`src/rtl/ds_skid_if.sv`:
```
// Valid/ready stream interface shared by the ds_skid ports.
package ds_if_pkg;
  // Flow-control style carried by an interface instance.
  typedef enum logic [1:0] {
    FC_NONE = 2'd0,
    FC_FWD  = 2'd1,
    FC_BI   = 2'd2
  } fc_e;
endpackage

interface ds_if #(
  parameter type             DTYPE = logic [7:0],
  parameter ds_if_pkg::fc_e  FC    = ds_if_pkg::FC_BI
) ();
  logic vld;
  logic rdy;
  DTYPE data;
  logic xfer;

  // A beat moves when both sides agree in the same cycle.
  assign xfer = vld & rdy;

  modport slv (input vld, input data, input xfer, output rdy);
  modport mst (output vld, output data, input rdy, input xfer);
endinterface

```
`src/rtl/ds_skid.sv`:
```
// Two-entry skid buffer: registered valid/data towards m, registered ready towards s.
module ds_skid #(
  parameter type DTYPE = logic [7:0]
) (
  input  logic       clk,
  input  logic       rst_n,
  ds_if.slv          s,
  ds_if.mst          m,
  output logic [1:0] lvl
);

  // Both ends must use bidirectional flow control.
  if (s.FC != ds_if_pkg::FC_BI) begin : g_bad_fc_s
    $error("ds_skid: port s must be FC_BI");
  end
  if (m.FC != ds_if_pkg::FC_BI) begin : g_bad_fc_m
    $error("ds_skid: port m must be FC_BI");
  end

  typedef enum logic [1:0] {
    ST_EMPTY = 2'd0,
    ST_BUSY  = 2'd1,
    ST_FULL  = 2'd2
  } state_e;

  state_e     state_q, state_d;
  DTYPE       main_q, main_d;
  DTYPE       skid_q, skid_d;
  logic       rdy_q, rdy_d;
  logic       vld_q, vld_d;
  logic [1:0] lvl_q, lvl_d;

  // Next-state, datapath and registered-output decode.
  always_comb begin
    state_d = state_q;
    main_d  = main_q;
    skid_d  = skid_q;
    unique case (state_q)
      ST_EMPTY: begin
        if (s.xfer) begin
          main_d  = s.data;
          state_d = ST_BUSY;
        end
      end
      ST_BUSY: begin
        if (s.xfer && !m.xfer) begin
          skid_d  = s.data;
          state_d = ST_FULL;
        end else if (!s.xfer && m.xfer) begin
          state_d = ST_EMPTY;
        end else if (s.xfer && m.xfer) begin
          main_d  = s.data;
        end
      end
      ST_FULL: begin
        // s.rdy is low here, so only the downstream side can move.
        if (m.xfer) begin
          main_d  = skid_q;
          state_d = ST_BUSY;
        end
      end
      default: state_d = ST_EMPTY;
    endcase

    rdy_d = (state_d != ST_FULL);
    vld_d = (state_d != ST_EMPTY);
    unique case (state_d)
      ST_EMPTY: lvl_d = 2'd0;
      ST_BUSY:  lvl_d = 2'd1;
      ST_FULL:  lvl_d = 2'd2;
      default:  lvl_d = 2'd0;
    endcase
  end

  // State and output registers; reset flushes both entries.
  always_ff @(posedge clk or negedge rst_n) begin
    if (!rst_n) begin
      state_q <= ST_EMPTY;
      main_q  <= '0;
      skid_q  <= '0;
      rdy_q   <= 1'b0;
      vld_q   <= 1'b0;
      lvl_q   <= 2'd0;
    end else begin
      state_q <= state_d;
      main_q  <= main_d;
      skid_q  <= skid_d;
      rdy_q   <= rdy_d;
      vld_q   <= vld_d;
      lvl_q   <= lvl_d;
    end
  end

  assign s.rdy  = rdy_q;
  assign m.vld  = vld_q;
  assign m.data = main_q;
  assign lvl    = lvl_q;

endmodule
```
`src/flat_wrapper.sv`:
```
// flat-port wrapper written by rule: the top's interface ports become plain ports
module ds_skid_flat 
#(
  parameter type DTYPE = logic [7:0]
)
  (clk, rst_n, lvl, s_vld, s_data, s_rdy, m_vld, m_data, m_rdy);
  ds_if #(.DTYPE(DTYPE)) s_i ();
  ds_if #(.DTYPE(DTYPE)) m_i ();
  input  logic clk;
  input  logic rst_n;
  output logic [1:0] lvl;
  input wire logic [$bits(s_i.vld)-1:0] s_vld;
  input wire logic [$bits(s_i.data)-1:0] s_data;
  output wire logic [$bits(s_i.rdy)-1:0] s_rdy;
  output wire logic [$bits(m_i.vld)-1:0] m_vld;
  output wire logic [$bits(m_i.data)-1:0] m_data;
  input wire logic [$bits(m_i.rdy)-1:0] m_rdy;
  assign s_i.vld = s_vld;
  assign s_i.data = s_data;
  assign s_rdy = s_i.rdy;
  assign m_vld = m_i.vld;
  assign m_data = m_i.data;
  assign m_i.rdy = m_rdy;
  ds_skid #(.DTYPE(DTYPE)) u_core (.clk(clk), .rst_n(rst_n), .s(s_i), .m(m_i), .lvl(lvl));
endmodule
```
`config.mk`:
```
export PLATFORM = sky130hd
export DESIGN_NAME = ds_skid_flat
export DESIGN_NICKNAME = d
export VERILOG_FILES = /design/src/rtl/ds_skid_if.sv /design/src/rtl/ds_skid.sv /design/src/flat_wrapper.sv
export SDC_FILE = /design/constraint.sdc
export NUM_CORES = 1
export LEC_CHECK = 0
export ABC_CLOCK_PERIOD_IN_PS = 1800
export BUFFER_PORTS_ARGS = -buffer_cell sky130_fd_sc_hd__buf_2
export CELL_PAD_IN_SITES_DETAIL_PLACEMENT = 1
export CELL_PAD_IN_SITES_GLOBAL_PLACEMENT = 2
export CORE_ASPECT_RATIO = 0.7
export CORE_UTILIZATION = 32
export DETAILED_ROUTE_END_ITERATION = 6
export PLACE_DENSITY = 0.81
export SLEW_MARGIN = 20
export SYNTH_ARGS = -nofsm -noshare
export SYNTH_HDL_FRONTEND = slang
export SYNTH_SLANG_ARGS = --single-unit
```
`constraint.sdc`:
```
create_clock -name clk -period 1.8 [get_ports clk]
set_input_delay 0.09 -clock clk [delete_from_list [all_inputs] [get_ports clk]]
set_output_delay 0.09 -clock clk [all_outputs]
set_load 0.02 [all_outputs]
```
==> results_dict.tcl <==
set metrics [dict create \
    hold_viol 0 \
    layout-drive-gt1-share 0.442 \
    max_freq_mhz 659 \
    tns_ps 0 \
    core_area_mm2 0.00286 \
    grt_pass1_wl_um 3350 \
    drtPass1Iterations 3 \
    die_y_um 48.4 \
    cts_inserted_buffers 3 \
    clk_pin_slew_ps 70 \
    critPathArrivalTime_ps 1660 \
    hold_path.class "input pin to register" \
    final-max-slew-violation-count 0 \
    layout-area-overhead-vs-synth_pct 22.9 \
    power_leakage_uw 0.000586 \
    fin_skew_ps 0.897 \
    startpoint_type "register" \
    final_common_cell "nand2_1" \
    via_per_inst 4.81 \
    yosys.area.top_type "dfrtp_1" \
    final_cell_mix "27 x nand2_1, 23 x buf_2, 22 x dfrtp_1, 16 x mux2_2, 4 x buf_4" \
    grt_pass1_vias 711 \
    drv_cap 0 \
    cp_max_fo 8 \
    yosys-top-cells-area "dfrtp_1 56%, mux2_2 18%, nand2_1 10%" \
    grtUsageTotal 0.140 \
    met2WireLength_um 933 \
    rsz0062_at_grt "no" \
    p_total_uw 2100 \
    dp.cells 145 \
    max_slew_margin 0.658 \
    top_layer "met4" \
    synth_top_cell_area_share 0.561 \
    worst-path-buf-inv 0 \
    die_w_um 68.2 \
    timing.final.crit_share 0.842 \
    critPathMaxStageDelay_ps 490 \
    netlist_area_um2 982 \
    clk_latency_ps 260 \
    synth_seq_cells 22 \
    num_rows 16 \
    design_area_mm2 0.00121 \
    crit_family "flip-flops" \
    drtIter0Drc 40 \
    root_buffer "clkbuf_8" \
    crit_type "register to register" \
    setup_ws_ps 284 \
    die_area_mm2 0.00330 \
    dp_slack_ps 292 \
    start_util 0.343 \
    fin_cells 149 \
    powerDensity_mw_per_mm2 1740 \
    drc 0 \
    wl_met3_um 85 \
    clock_path_buffers 2 \
    clock-sinks 22 \
    antenna_cells 0 \
    drtAntennaViolNets 0 \
    endpoint_kind "register" \
    syn_nets 97 \
    peakVddDrop_mv 0.845 \
    cp_cell_sequence "nand2b_4, o21ai_2, a31oi_4, mux2_2" \
    tritoncts "done" \
    place_area_mm2 0.00116 \
    fill_cells 333 \
    avgSynthCellArea_um2 11.6 \
    met1Wirelength_um 1040 \
    drt-total-wl_um 2070 \
    overflow 0 \
    vias 716 \
    yosys_warnings 0 \
    setup_viol 0 \
    status "finished clean" \
    critPathRequiredTime_ps 1950 \
    yosysSeqAreaShare 0.561 \
    wl_per_cell_um 13.9 \
    syn_inst 85 \
    gp_congestion 0.683 \
    htree_levels 1 \
    io_pins 24 \
    hpwlAfterDp_um 1530 \
    period_needed_ps 1520 \
    cp_slowest_cell "dfrtp_1" \
    io_buffers 23 \
    grt_start_max_net_pins 23 \
    antenna_found_initial 0 \
    final_net_count 127 \
    synth_cell_types 19 \
    tightestPinTransition_ps 513 \
]
## sequential cells by signal, indices dropped and copies added, names as in the netlist
name / cells
u_core.s.rdy: 1
u_core.m.data: 8
u_core.state_q: 2
u_core.m.vld: 1
u_core.lvl: 2
u_core.skid_q: 8
## logic make-up after synthesis
group	after synthesis	synth area share
mux	16	0.183
compound gates	10	0.0879
flops	22	0.561
simple gates	34	0.152
buf+inv	3	0.0166
## path summary, 6_finish.rpt
path / cells after the start / end / slack (ps) / startpoint
worst max-delay path: 4 / u_core.m.data[0] / 280 / u_core.state_q[1]
worst min-delay path: 2 / u_core.skid_q[3] / 70 / s_data[3]
worst max register to register: 4 / u_core.m.data[0] / 280 / u_core.state_q[1]
worst min register to register: 1 / u_core.m.data[7] / 510 / u_core.m.data[7]
max in group asynchronous: 2 / u_core.m.data[2] / 1120 / rst_n
min in group asynchronous: 2 / u_core.skid_q[7] / 330 / rst_n
## final cells by class
class                   instances  area (um2)  share of cell area
clock buffers                   3        41.3              0.0342
multi-input cells              60         415               0.344
flip-flops and latches         22         551               0.456
well taps                      36        45.0              0.0373
repair buffers                 28         155               0.128
## per-layer routing
layer | up-vias | GRT usage
li1 | 344 | -
met1 | 355 | 0.188
met2 | 15 | 0.214
met3 | 2 | 0.0495
met4 | 0 | 0.0313
met5 | - | 0
## stage by stage
step           utilization  hold WS (ps)
6_report             0.422          74.4
4_1_cts              0.422          67.9
3_3_place_gp         0.404          81.7
2_1_floorplan            -          -206
3_5_place_dp         0.404          94.7
5_1_grt              0.422          74.9
## power breakdown
| group | total, uW | internal [uW] | leakage, uW | switching (uW) |
|---|---|---|---|---|
| clock network | 300 | 149 | 0.0000216 | 150 |
| logic | 932 | 436 | 0.000303 | 496 |
| registers | 874 | 734 | 0.000262 | 139 |
## synthesized netlist by cell type
master / number
nand2_1: 27
nor2_1: 2
mux2_2: 16
dfrtp_1: 22
o21ai_2: 1
nand3_1: 1
nand2b_4: 1
o21a_1: 1
clkbuf_1: 1
o21ai_0: 1
o22ai_1: 2
buf_2: 1
nand3_2: 1
nor3_1: 1
a31oi_4: 1
buf_4: 1
a21boi_0: 3
nor2b_1: 1
a22o_1: 1
## what timing repair did
item / 4_1_cts / 5_1_grt
endpoints found under the hold margin: 22 / 0
resized for setup: 0 / 0
hold buffers: 1 / 0
buffers inserted: 0 / 0
setup endpoints to repair: 0 / 0
Note: power is estimated with default switching activity, not from simulation.
